### config.mk
export PLATFORM = sky130hd
export DESIGN_NAME = uart_tx_fifo_flat
export DESIGN_NICKNAME = d
export VERILOG_FILES = /design/src/rtl/uart_tx_fifo_if.sv /design/src/rtl/uart_tx_fifo.sv /design/src/flat_wrapper.sv
export SDC_FILE = /design/constraint.sdc
export NUM_CORES = 1
export LEC_CHECK = 0
export CAP_MARGIN = 20
export CORE_ASPECT_RATIO = 1.75
export CORE_MARGIN = 1.5
export CORE_UTILIZATION = 42
export CTS_CLUSTER_DIAMETER = 100
export DETAILED_ROUTE_END_ITERATION = 8
export PLACE_DENSITY = 0.7
export SYNTH_ARGS = -nofsm -noshare
export SYNTH_HDL_FRONTEND = slang
export SYNTH_SLANG_ARGS = --single-unit
export TNS_END_PERCENT = 10
### constraint.sdc
create_clock -name clk -period 5.2 [get_ports clk]
set_input_delay 1.56 -clock clk [delete_from_list [all_inputs] [get_ports clk]]
set_output_delay 1.56 -clock clk [all_outputs]
set_load 0.01 [all_outputs]
### src/rtl/uart_tx_fifo_if.sv
// Write-side handshake of the queued UART transmitter: a producer offers a word
// with in_valid, and the transmitter accepts it on an edge where in_ready is high.
interface uart_tx_fifo_if #(
    parameter int DATA_BITS = 8
);
    logic [DATA_BITS-1:0] data;
    logic                 in_valid;
    logic                 in_ready;

    modport master (output data, output in_valid, input in_ready);
    modport slave  (input data, input in_valid, output in_ready);
endinterface

### src/rtl/uart_tx_fifo.sv
// UART transmitter fed by a small circular FIFO. Frames are start, data (LSB first),
// optional parity and one or two stop bits, sent back-to-back while words are queued.
module uart_tx_fifo #(
    parameter int CLKS_PER_BIT = 10416,
    parameter int DATA_BITS    = 8,
    parameter int PARITY       = 0,
    parameter int STOP_BITS    = 1,
    parameter int FIFO_DEPTH   = 4
) (
    input  logic                              clk,
    input  logic                              reset,
    uart_tx_fifo_if.slave                     wr,
    output logic                              TxD,
    output logic                              busy,
    output logic [$clog2(FIFO_DEPTH+1)-1:0]   fifo_count
);
    localparam int CW = $clog2(FIFO_DEPTH + 1);
    localparam int AW = $clog2(FIFO_DEPTH);
    localparam int TW = $clog2(CLKS_PER_BIT);
    localparam int IW = $clog2(DATA_BITS);

    localparam logic [2:0] S_IDLE   = 3'd0;
    localparam logic [2:0] S_START  = 3'd1;
    localparam logic [2:0] S_DATA   = 3'd2;
    localparam logic [2:0] S_PARITY = 3'd3;
    localparam logic [2:0] S_STOP   = 3'd4;

    logic [2:0]           state_q, state_d;
    logic [TW-1:0]        timer_q, timer_d;
    logic [IW-1:0]        bit_idx_q, bit_idx_d;
    logic                 stop_idx_q, stop_idx_d;
    logic                 tx_q, tx_d;
    logic [CW-1:0]        count_q, count_d;
    logic [AW-1:0]        wptr_q, rptr_q;
    logic [DATA_BITS-1:0] shift_q;
    logic                 par_q;
    logic [DATA_BITS-1:0] mem [FIFO_DEPTH];
    logic [DATA_BITS-1:0] head;
    logic                 pop, shift_en, wr_en, bit_end, fifo_nonempty;

    assign wr.in_ready    = !reset && (count_q < CW'(FIFO_DEPTH));
    assign wr_en          = wr.in_valid && wr.in_ready;
    assign bit_end        = (timer_q == TW'(CLKS_PER_BIT - 1));
    assign fifo_nonempty  = (count_q != '0);
    assign head           = mem[rptr_q];
    assign TxD            = tx_q;
    assign busy           = (state_q != S_IDLE);
    assign fifo_count     = count_q;

    always_comb begin
        state_d    = state_q;
        timer_d    = timer_q;
        bit_idx_d  = bit_idx_q;
        stop_idx_d = stop_idx_q;
        tx_d       = tx_q;
        pop        = 1'b0;
        shift_en   = 1'b0;

        if (state_q != S_IDLE)
            timer_d = bit_end ? '0 : timer_q + 1'b1;

        case (state_q)
            S_IDLE: begin
                tx_d    = 1'b1;
                timer_d = '0;
                if (fifo_nonempty) begin
                    pop     = 1'b1;
                    state_d = S_START;
                    tx_d    = 1'b0;
                end
            end
            S_START: begin
                if (bit_end) begin
                    state_d   = S_DATA;
                    bit_idx_d = '0;
                    tx_d      = shift_q[0];
                end
            end
            S_DATA: begin
                if (bit_end) begin
                    shift_en = 1'b1;
                    if (bit_idx_q == IW'(DATA_BITS - 1)) begin
                        if (PARITY != 0) begin
                            state_d = S_PARITY;
                            tx_d    = par_q;
                        end else begin
                            state_d    = S_STOP;
                            stop_idx_d = 1'b0;
                            tx_d       = 1'b1;
                        end
                    end else begin
                        bit_idx_d = bit_idx_q + 1'b1;
                        tx_d      = shift_q[1];
                    end
                end
            end
            S_PARITY: begin
                if (bit_end) begin
                    state_d    = S_STOP;
                    stop_idx_d = 1'b0;
                    tx_d       = 1'b1;
                end
            end
            S_STOP: begin
                if (bit_end) begin
                    if (stop_idx_q == 1'(STOP_BITS - 1)) begin
                        // Pop straight into the next start bit so frames stay contiguous.
                        if (fifo_nonempty) begin
                            pop     = 1'b1;
                            state_d = S_START;
                            tx_d    = 1'b0;
                        end else begin
                            state_d = S_IDLE;
                            tx_d    = 1'b1;
                        end
                    end else begin
                        stop_idx_d = 1'b1;
                    end
                end
            end
            default: begin
                state_d = S_IDLE;
                tx_d    = 1'b1;
            end
        endcase

        count_d = count_q + CW'(wr_en) - CW'(pop);
    end

    always_ff @(posedge clk) begin
        if (wr_en)
            mem[wptr_q] <= wr.data;
    end

    always_ff @(posedge clk) begin
        if (reset) begin
            state_q    <= S_IDLE;
            timer_q    <= '0;
            bit_idx_q  <= '0;
            stop_idx_q <= 1'b0;
            tx_q       <= 1'b1;
            count_q    <= '0;
            wptr_q     <= '0;
            rptr_q     <= '0;
            shift_q    <= '0;
            par_q      <= 1'b0;
        end else begin
            state_q    <= state_d;
            timer_q    <= timer_d;
            bit_idx_q  <= bit_idx_d;
            stop_idx_q <= stop_idx_d;
            tx_q       <= tx_d;
            count_q    <= count_d;
            if (wr_en)
                wptr_q <= wptr_q + 1'b1;
            // The word and its parity are captured at pop, so later writes cannot disturb them.
            if (pop) begin
                rptr_q  <= rptr_q + 1'b1;
                shift_q <= head;
                par_q   <= (PARITY == 1) ? ~^head : ^head;
            end else if (shift_en) begin
                shift_q <= shift_q >> 1;
            end
        end
    end
endmodule

### src/flat_wrapper.sv
// flat-port wrapper written by rule: the top's interface ports become plain ports
module uart_tx_fifo_flat 
#(
    parameter int CLKS_PER_BIT = 10416,
    parameter int DATA_BITS    = 8,
    parameter int PARITY       = 0,
    parameter int STOP_BITS    = 1,
    parameter int FIFO_DEPTH   = 4
)
  (clk, reset, TxD, busy, fifo_count, wr_data, wr_in_valid, wr_in_ready);
  uart_tx_fifo_if #(.DATA_BITS(DATA_BITS)) wr_i ();
  input  logic clk;
  input  logic reset;
  output logic TxD;
  output logic busy;
  output logic [$clog2(FIFO_DEPTH+1)-1:0] fifo_count;
  input wire logic [$bits(wr_i.data)-1:0] wr_data;
  input wire logic [$bits(wr_i.in_valid)-1:0] wr_in_valid;
  output wire logic [$bits(wr_i.in_ready)-1:0] wr_in_ready;
  assign wr_i.data = wr_data;
  assign wr_i.in_valid = wr_in_valid;
  assign wr_in_ready = wr_i.in_ready;
  uart_tx_fifo #(.CLKS_PER_BIT(CLKS_PER_BIT), .DATA_BITS(DATA_BITS), .PARITY(PARITY), .STOP_BITS(STOP_BITS), .FIFO_DEPTH(FIFO_DEPTH)) u_core (.clk(clk), .reset(reset), .wr(wr_i), .TxD(TxD), .busy(busy), .fifo_count(fifo_count));
endmodule
## Yosys cells after proc, flatten, opt, wreduce, memory -nomap -nowiden

Memories as Yosys holds them, arrays and structs flattened. A register that Yosys moved wholly into a read port is not among the register bits.
Index checks and enable logic that the tools add are counted.

| word-level totals | value |
|---|---|
| bits in registers | 37 |
| memory bits (writable) | 32 |
| input port bits | 11 |
| output and inout bits | 6 |
| word-level logic and storage cells | 85 |
| memories kept | 1 |

| cells by class | value |
|---|---|
| add/subtract/negate cells | 6 |
| order comparisons | 1 |
| equality and inequality tests | 14 |
| multiplexer cells | 40 |
| reductions and logical operators | 14 |

Memories:

| name | words | width | read ports | clocked after memory_dff | write ports | line | RTL |
|---|---|---|---|---|---|---|---|
| u_core.mem | 4 | 8 | 1 | 1 | 1 | uart_tx_fifo.sv:37 | `logic [DATA_BITS-1:0] mem [FIFO_DEPTH];` |

Operator list:

| operator | count |
|---|---|
| 3-bit 2-to-1 mux | 10 |
| 1-bit 2-to-1 mux | 20 |
| 8-bit 2-to-1 mux | 2 |
| 3-bit case mux with 5 select lines | 1 |
| 14-bit by 1-bit adder with 14-bit output, second input constant | 1 |
| 14-bit == test, second input constant | 1 |
| 14-bit 2-to-1 mux | 1 |
| 2-bit by 1-bit != test with 1-bit output, second input constant | 6 |
| 5-bit AND reduction | 2 |
| 3-bit nonzero test | 3 |
| 7-bit AND reduction | 1 |
| 3-bit by 2-bit == test with 1-bit output, second input constant | 2 |
| 3-bit == test, second input constant | 2 |
| 3-bit case mux with 2 select lines | 1 |
| 1-bit case mux with 5 select lines | 1 |
| 2-bit by 1-bit adder with 2-bit output, second input constant | 2 |
| 2-bit 2-to-1 mux | 2 |
| 2-bit != test, second input constant | 2 |
| 4-bit AND reduction | 1 |
| 2-bit nonzero test | 2 |
| 3-bit by 1-bit adder with 3-bit output | 1 |
| 3-bit by 1-bit adder with 3-bit output, second input constant | 1 |
| 3-bit by 1-bit == test with 1-bit output, second input constant | 1 |
| 3-bit logical NOT | 1 |
| 7 further kinds | 8 |

## Longest topological paths before layout

Gate-level depths: netlist of run 1.

| depth | value |
|---|---|
| word-level depth | 7 |
| gate-level depth with buffers | 11 |
| mapped depth without buffers | 11 |

## Worst setup path before layout of run 1

OpenSTA, ideal clock, no wires.

| path | value |
|---|---|
| path kind | input-to-output |
| start | in reset |
| end | out wr_in_ready |
| arrival | 1985 ps |
| required time | 3640 ps |
| setup slack | 1655 ps |
| cell stages on the path | 2 |
| buffers on the path | 1 |
| path through | clkbuf_1 nor2_1 |

| between the ends | value |
|---|---|
| cells in the longest elaborated chain, start to end | 2 |

RTL lines:

| what | line | RTL |
|---|---|---|
| from (decl) | flat_wrapper.sv:13 | `input logic reset;` |
| 1-bit logical NOT | uart_tx_fifo.sv:41 | `assign wr.in_ready = !reset && (count_q < CW'(FIFO_DEPTH));` |
| 1-bit logical AND | uart_tx_fifo.sv:41 |  |
| to (decl) | flat_wrapper.sv:19 | `output wire logic [$bits(wr_i.in_ready)-1:0] wr_in_ready;` |

Every way passes these cells.

## Final worst setup path of run 1

Ends and elaborated chain as after synthesis.

==> flow_metrics.py, run 1 <==
metrics = {
    "cts": {
        "clk_pin_slew_ns": 0.06,
        "clk_latency_ns": 0.32,
        "clk_path_buf_depth": 2,
        "cts_buffers": 9,
        "cts_setup_buffers": 0,
        "postCtsResizedCells": 0,
        "cts_tree": "done",
        "h-tree-depth": 3,
        "cts-root-buf": "clkbuf_16",
        "clock_sinks": 70,
        "cts_hold_buf": 0,
    },
    "logic_synthesis": {
        "synth_edf_count": 32,
        "synthCells": 263,
        "syn_area_sq_um": 3130,
        "synth_area_per_cell_sq_um": 11.9,
        "synthFlopType": "dfxtp_1",
        "ys_seq_elements": 70,
        "synth_nets": 283,
        "yosysWarnings": 0,
        "async_reset_ff_frac": 0,
        "seq_area_frac_synth": 0.550,
        "yosys.cell_types.count": 49,
    },
    "grt": {
        "grt_max_degree": 26,
        "antenna_found_initial": 0,
        "grt_overflow": 0,
        "grt_pass1_wl_mm": 9.57,
        "grt_pass1_vias": 2063,
        "track_usage": 0.163,
    },
    "setup_path": {
        "startpoint_type": "primary input",
        "cp_max_fo": 6,
        "end_kind": "output port",
        "r2r_start": "u_core.timer_q[0]",
        "path_class": "in -> out",
        "crit_required_ns": 3.64,
        "cp_data_arrival_time_ns": 2.79,
        "startpoint": "reset",
    },
    "pwr": {
        "ir_drop_uv": 405,
        "netSwitchingPower_uw": 484,
        "power.density_nw_per_um2": 491,
        "p_leak_nw": 1.24,
        "clock_power_share": 0.383,
        "p_int_mw": 1.33,
        "p_comb_frac": 0.219,
        "sw_frac_of_total": 0.267,
        "seq_power_share": 0.399,
    },
    "timing": {
        "setup_viol": 0,
        "worst_pin_slew_ns": 0.921,
        "hold_viol": 0,
        "max_freq_mhz": 230,
        "grt_setup_unrepaired": "no",
        "finClkSkew_ns": 0.00427,
        "slew_violations": 0,
        "fin_setup_tns_ns": 0,
        "slew_headroom": 0.378,
        "final.period_utilization": 0.837,
        "setup_ws_ns": 0.849,
        "finalCriticalPeriod_ns": 4.35,
    },
    "worst_hold_path": {
        "hold_path_class": "reg -> reg",
        "min_from": "u_core.timer_q[0]",
    },
    "cells_and_area": {
        "antennaDiodeCount": 0,
        "final_layout_size_suffix_gt1_frac": 0.121,
        "syn_to_final_growth_pct": 18.1,
        "fillers": 623,
        "final_util": 0.511,
        "fin_nets": 295,
        "final_area_sq_um": 3700,
    },
    "drt": {
        "drtPass1Iterations": 5,
        "drc_errors": 0,
        "routed_wl_mm": 5.72,
        "num_vias": 2097,
        "drtIter0Drc": 79,
        "ant_nets": 0,
        "wl_per_cell_um": 15.6,
        "vias_per_cell": 5.73,
    },
    "placed_design": {
        "place_hpwl_mm": 4.03,
        "finalWeightedCongestion": 0.773,
        "portBuffers": 16,
        "place_area_sq_um": 3350,
        "place_ws_ns": 0.845,
    },
    "run_status": {
        "status": "finished clean",
    },
    "floorplanning": {
        "die_x_um": 68.3,
        "pin_count": 17,
        "start_util": 0.433,
        "die-height_um": 117,
        "fp-row-count": 41,
        "core_sq_um": 7230,
        "dieArea_sq_um": 8010,
    },
    "run": {
        "drv_cap": 0,
    },
}
-- layout by cell type (no fill, tap or decap), drive strengths merged, types with 2 or more instances in the layout --
cell / synthesis / final
nor2b: 3 / 3
and3: 12 / 12
nand3: 12 / 12
and2: 3 / 3
nand2: 9 / 9
inv: 7 / 7
clkdlybuf4s50: 0 / 16
or4: 4 / 4
a21oi: 19 / 19
nand4: 5 / 5
mux4: 8 / 8
buf: 2 / 2
nor2: 18 / 18
or3: 3 / 3
xor2: 5 / 5
ha: 8 / 8
a32oi: 6 / 6
nor4: 3 / 3
bufinv: 0 / 3
edfxtp: 32 / 32
clkinv: 0 / 2
o31ai: 4 / 4
and4: 2 / 2
xnor2: 8 / 8
nor3: 3 / 3
o21ai: 7 / 7
dfxtp: 38 / 38
mux2: 2 / 2
clkinvlp: 0 / 2
clkbuf: 15 / 9
o221ai: 7 / 7
-- final timing paths --
check	end	slack (ns)	depth (start not counted)
setup / recovery	wr_in_ready	0.85	3
hold / removal	u_core.timer_q[0]	0.46	1
setup reg to reg	u_core.fifo_count[2]	2.15	11
hold reg to reg	u_core.timer_q[0]	0.46	1
-- synthesized netlist by cell type, types with 8 or more instances --
cell	count	area [sq um]
nand3_1	11	55.1
nor2_1	18	67.6
clkbuf_1	15	56.3
mux4_2	8	180
edfxtp_1	32	961
nand2_1	9	33.8
ha_1	8	100
and3_1	12	75.1
dfxtp_1	38	761
a21oi_1	19	95.1
xnor2_1	8	70.1
-- kinds of logic (layout without fill, tap and decap cells) --
| logic type | count (synthesis) | count (layout) | synth area share |
|---|---|---|---|
| flip-flops | 70 | 70 | 0.550 |
| multiplexers | 11 | 11 | 0.0679 |
| AO/OA/AOI/OAI | 53 | 53 | 0.121 |
| AND/OR/NAND/NOR | 83 | 83 | 0.158 |
| adder cells (fa/ha/maj) | 9 | 9 | 0.0383 |
| XOR/XNOR | 13 | 13 | 0.0363 |
| buffers and inverters | 24 | 41 | 0.0292 |
-- final cells by class --
cell class / count / area, sq um / share of cell area
repair buffers: 18 / 175 / 0.0474
flip-flops and latches: 70 / 1720 / 0.465
clock inverters: 7 / 123 / 0.0332
well taps: 86 / 108 / 0.0291
clock buffers: 9 / 225 / 0.0609
multi-input cells: 169 / 1320 / 0.357
inverters: 7 / 26.3 / 0.00710
-- routing by layer --
metal  vias to the layer above  routed length (um)  track usage
met5                         -                   0            0
met1                      1028                2190        0.166
met4                         0                 115       0.0760
li1                       1034                   -            -
met3                         9                 128       0.0411
met2                        26                3290        0.300
-- per-stage QoR --
| step | power, mW | hold WS, ns | cells |
|---|---|---|---|
| floorplan | 1.02 | 0.426 | 263 |
| global placement | 1.13 | 0.444 | 350 |
| detailed placement | 1.13 | 0.453 | 350 |
| CTS | 1.84 | 0.468 | 366 |
| global route | 1.91 | 0.501 | 366 |
| finish | 1.81 | 0.458 | 366 |
-- state kept, by name, summed over array words and instances, names as in the netlist, named ones only --
signal             cells
u_core.wptr_q          2
u_core.bit_idx_q       3
u_core.rptr_q          2
u_core.fifo_count      3
u_core.mem            32
u_core.shift_q         8
u_core.TxD             1
u_core.timer_q        14
u_core.state_q         3
-- worst max-delay path, stage by stage --
cell and delay (ns):
clkdlybuf4s50_1 0.42, nor2_1 0.22, clkdlybuf4s50_1 0.59
-- power by group through the flow --
stage	clock, mW	combinational [mW]	sequential, mW
floorplan	0	0.323	0.697
global placement	0	0.389	0.737
detailed placement	0	0.398	0.737
CTS	0.710	0.400	0.726
global route	0.733	0.441	0.737
finish	0.695	0.397	0.723
(Power assumes the default switching activity.)
==> run 2: changes to the inputs <==
clock period = 4.3 ns   (was 5.2 ns; I/O delays follow)
==> run 2 against run 1 <==
Net effect: combinational power rose by 20%; sequential power increased by 21%; clock power grew 7.6%; clock skew up 0.0035 ns; non-clock buffer count is the same; via count up 0.72%; cell count did not move; final area is 1.1% lower; clock-buffer cell count unchanged; register-to-register slack got worse by 0.87 ns; critical path type unchanged; die area did not move.
==> flow_metrics.py, run 2 (same netlist as run 1, synthesis figures left out) <==
metrics = {
    "cells_and_area": {
        "fin_nets": 295,
        "fillers": 623,
        "most-common-layout-cells": "dfxtp_1 (38), edfxtp_1 (32), a21oi_1 (19)",
        "largestRegisters": "u_core.mem: 32 flops, u_core.timer_q: 14 flops, u_core.shift_q: 8 flops",
        "final_common_cell": "dfxtp_1",
        "final_layout_size_suffix_gt1_frac": 0.121,
        "largest_register": "u_core.mem",
        "seq_area_sq_um": 1720,
        "multi_input_area_sq_um": 1320,
        "final_area_sq_um": 3660,
        "antennaDiodeCount": 0,
        "largest_register_ff_count": 32,
        "syn_to_final_growth_pct": 16.7,
    },
    "setup_path": {
        "cp_cell_sequence": "clkdlybuf4s50_1, nor2_1, clkdlybuf4s50_1",
        "crit_top_cell": "clkdlybuf4s50_1",
        "startpoint_type": "primary input",
        "worst-path-buf-inv": 2,
        "path_class": "in -> out",
        "crit_family": "buffers and inverters",
        "cp_max_fo": 6,
        "crit_required_ns": 3.01,
        "cp_data_arrival_time_ns": 2.54,
        "max_stage_delay_ns": 0.59,
        "cp_slowest_cell": "clkdlybuf4s50_1",
        "end_kind": "output port",
    },
    "cts": {
        "cts_buffers": 9,
        "clk_path_buf_depth": 2,
        "clk_pin_slew_ns": 0.06,
        "cts_hold_buf": 0,
        "cts_tree": "done",
        "clk_latency_ns": 0.33,
        "cts_setup_buffers": 0,
        "h-tree-depth": 3,
        "clock_sinks": 70,
        "cts-root-buf": "clkbuf_16",
        "postCtsResizedCells": 0,
    },
    "worst_hold_path": {
        "hold_path_class": "reg -> reg",
    },
    "grt": {
        "grt_overflow": 0,
        "antenna_found_initial": 0,
        "grt_max_degree": 26,
        "grt_pass1_wl_mm": 9.70,
        "grt_pass1_vias": 2093,
        "track_usage": 0.166,
    },
    "timing": {
        "worst_pin_slew_ns": 0.911,
        "grt_setup_unrepaired": "no",
        "slew_violations": 0,
        "fin_setup_tns_ns": 0,
        "slew_headroom": 0.385,
        "setup_ws_ns": 0.471,
        "final.period_utilization": 0.890,
        "finClkSkew_ns": 0.00772,
        "setup_viol": 0,
        "hold_viol": 0,
        "max_freq_mhz": 261,
        "finalCriticalPeriod_ns": 3.83,
    },
    "floorplanning": {
        "pin_count": 17,
        "start_util": 0.433,
        "die_x_um": 68.3,
        "die-height_um": 117,
        "fp-row-count": 41,
        "dieArea_sq_um": 8010,
        "core_sq_um": 7230,
    },
    "pwr": {
        "p_leak_nw": 1.23,
        "power_mw": 2.10,
        "ir_drop_uv": 389,
        "power.density_nw_per_um2": 575,
    },
    "drt": {
        "vias_per_cell": 5.77,
        "drc_errors": 0,
        "num_vias": 2112,
        "drtPass1Iterations": 4,
        "ant_nets": 0,
        "wl_per_cell_um": 15.8,
        "routed_wl_mm": 5.78,
        "drtIter0Drc": 108,
    },
    "run": {
        "drv_cap": 0,
    },
    "placed_design": {
        "place_hpwl_mm": 4.07,
        "finalWeightedCongestion": 0.791,
        "place_ws_ns": 0.465,
        "place_area_sq_um": 3350,
        "portBuffers": 16,
    },
    "run_status": {
        "status": "finished clean",
    },
}
## run 2: per-layer routing
layer	vias up	global-route usage	part of all wire
li1	1026	-	-
met1	1051	0.179	0.40
met4	0	0.0800	0.020
met3	12	0.0516	0.024
met2	23	0.289	0.55
met5	-	0	0
## run 2: final cells by class
class	instances	area share
Sequential cell	70	0.471
Multi-Input combinational cell	169	0.361
Tap cell	86	0.0294
Clock inverter	7	0.0222
Timing Repair Buffer	18	0.0479
Inverter	7	0.00718
Clock buffer	9	0.0616
## run 2: worst reg2reg max path: stages, from the launching register on
cell and delay, ns:
dfxtp_1 0.36, ha_1 0.23, nand4_1 0.27, o41ai_4 0.72, nand2_1 0.22, xnor2_1 0.19, ha_1 0.16, inv_1 0.05
fa_1 0.37, xor2_1 0.17, xnor2_1 0.13, nor2_1 0.05
## run 2: per-stage QoR
| stage | std cells | hold WS, ns | util |
|---|---|---|---|
| finish | 366 | 0.462 | 0.506 |
| global route | 366 | 0.477 | 0.506 |
| CTS | 366 | 0.466 | 0.506 |
| detailed placement | 350 | 0.453 | 0.463 |
| global placement | 350 | 0.441 | 0.463 |
| floorplan | 263 | 0.426 | - |
## run 2: path summary, 6_finish.rpt
kind	from	to	slack (ns)	cells past startpoint
max	reset	wr_in_ready	0.47	3
min	u_core.timer_q[0]	u_core.timer_q[0]	0.46	1
max reg2reg	u_core.timer_q[1]	u_core.fifo_count[2]	1.28	11
min reg2reg	u_core.timer_q[0]	u_core.timer_q[0]	0.46	1
## run 2: power breakdown
group	total, mW	internal (mW)	switching, mW
combinational	0.475	0.255	0.221
sequential	0.878	0.786	0.0922
clock	0.748	0.456	0.291
total	2.10	1.50	0.604
==> run 3: changes to the inputs <==
SETUP_SLACK_MARGIN = 0.5   (was default)
==> run 3 against run 2 <==
Net effect: core utilization up 0.069 points; final area up 0.14%; worst hold slack unchanged; sequential power about the same; die area unchanged; flip-flop and latch count unchanged; critical path depth unchanged; via count down 0.14%; worst setup slack better by 0.46 ns; non-clock buffer count unchanged.
==> flow_metrics.py, run 3 (same netlist as run 1, synthesis figures left out) <==
metrics = {
    "run_status": {
        "status": "finished clean",
    },
    "cells_and_area": {
        "final_util": 0.506,
        "fillers": 623,
        "antennaDiodeCount": 0,
        "final_common_cell": "dfxtp_1",
        "largestRegisters": "u_core.mem: 32 flops, u_core.timer_q: 14 flops, u_core.shift_q: 8 flops",
        "largest_register_ff_count": 32,
        "syn_to_final_growth_pct": 16.9,
        "final_area_sq_um": 3660,
        "most-common-layout-cells": "dfxtp_1 (38), edfxtp_1 (32), a21oi_1 (19)",
        "final_layout_size_suffix_gt1_frac": 0.125,
        "fin_nets": 295,
        "largest_register": "u_core.mem",
    },
    "timing": {
        "fin_setup_tns_ns": 0,
        "worst_pin_slew_ns": 0.891,
        "hold_viol": 0,
        "final.period_utilization": 0.783,
        "finClkSkew_ns": 0.00773,
        "finalCriticalPeriod_ns": 3.37,
        "max_freq_mhz": 297,
        "slew_headroom": 0.398,
        "slew_violations": 0,
        "setup_viol": 0,
        "setup_ws_ns": 0.933,
        "grt_setup_unrepaired": "no",
    },
    "cts": {
        "cts_hold_buf": 0,
        "cts_buffers": 9,
        "cts_setup_buffers": 0,
        "cts-root-buf": "clkbuf_16",
        "h-tree-depth": 3,
        "cts_tree": "done",
        "clk_pin_slew_ns": 0.06,
        "clock_sinks": 70,
        "clk_path_buf_depth": 2,
        "clk_latency_ns": 0.33,
    },
    "setup_path": {
        "startpoint": "reset",
        "r2r_start": "u_core.timer_q[0]",
        "crit_family": "buffers and inverters",
        "path_class": "in -> out",
        "cp_max_fo": 6,
        "cp_data_arrival_time_ns": 2.08,
        "startpoint_type": "primary input",
        "end_kind": "output port",
        "cp_cell_sequence": "clkdlybuf4s50_1, nor2_2, dlymetal6s2s_1",
        "max_stage_delay_ns": 0.43,
        "crit_required_ns": 3.01,
        "cp_slowest_cell": "clkdlybuf4s50_1",
        "worst-path-buf-inv": 2,
    },
    "drt": {
        "wl_per_cell_um": 15.7,
        "num_vias": 2109,
        "drtPass1Iterations": 4,
        "vias_per_cell": 5.76,
        "ant_nets": 0,
        "routed_wl_mm": 5.76,
        "drc_errors": 0,
        "drtIter0Drc": 104,
    },
    "grt": {
        "grt_overflow": 0,
        "grt_pass1_wl_mm": 9.70,
        "track_usage": 0.166,
        "grt_max_degree": 26,
        "grt_pass1_vias": 2093,
        "antenna_found_initial": 0,
    },
    "pwr": {
        "power.density_nw_per_um2": 574,
        "p_int_mw": 1.50,
        "seq_power_share": 0.418,
        "p_comb_frac": 0.226,
        "p_leak_nw": 1.24,
        "sw_frac_of_total": 0.287,
        "clock_power_share": 0.355,
        "power_mw": 2.10,
        "ir_drop_uv": 389,
        "netSwitchingPower_uw": 604,
    },
    "floorplanning": {
        "pin_count": 17,
        "die-height_um": 117,
        "die_x_um": 68.3,
        "core_sq_um": 7230,
        "start_util": 0.433,
        "dieArea_sq_um": 8010,
        "fp-row-count": 41,
    },
    "run": {
        "drv_cap": 0,
    },
    "worst_hold_path": {
        "hold_path_class": "reg -> reg",
        "min_from": "u_core.timer_q[0]",
    },
    "placed_design": {
        "place_hpwl_mm": 4.07,
        "finalWeightedCongestion": 0.791,
        "place_area_sq_um": 3350,
        "portBuffers": 16,
        "place_ws_ns": 0.465,
    },
}
## run 3: cell types whose count changed in the layout (fill, tap and decap cells not counted)
cell and change:
clkdlybuf4s50_1 -1, dlymetal6s2s_1 +1, nor2_1 -1, nor2_2 +1
## run 3: final cells by class
cell class	count	area, sq um	area share
Clock buffer	9	225	0.0615
Clock inverter	7	81.3	0.0222
Inverter	7	26.3	0.00717
Multi-Input combinational cell	169	1320	0.361
Sequential cell	70	1720	0.470
Tap cell	86	108	0.0294
Timing Repair Buffer	18	178	0.0485
## run 3: path summary, 6_finish.rpt
check	endpoint	slack, ns	cells after the start
setup / recovery	wr_in_ready	0.93	3
setup reg to reg	u_core.fifo_count[2]	1.28	11
hold reg to reg	u_core.timer_q[0]	0.46	1
hold / removal	u_core.timer_q[0]	0.46	1
## run 3: power by group through the flow
stage | combinational, mW | clock, mW | sequential (mW)
detailed placement | 0.480 | 0 | 0.892
global placement | 0.470 | 0 | 0.888
finish | 0.476 | 0.747 | 0.879
CTS | 0.483 | 0.763 | 0.882
global route | 0.541 | 0.794 | 0.893
floorplan | 0.391 | 0 | 0.843
## run 3: routing by layer
metal  GRT usage  part of all wire  vias up
met2       0.289              0.55       31
met1       0.179              0.40     1037
li1            -                 -     1029
met3      0.0516             0.029       12
met4      0.0800             0.020        0
met5           0                 0        -
## run 3: repair_timing
item	in CTS	in global routing
endpoints found under the setup margin	1	1
resized for setup	1	1
hold endpoints to repair	0	0
## run 3: per-stage QoR
stage / hold slack (ns) / cells
global placement: 0.441 / 350
global route: 0.477 / 366
CTS: 0.466 / 366
floorplan: 0.426 / 263
detailed placement: 0.453 / 350
finish: 0.462 / 366
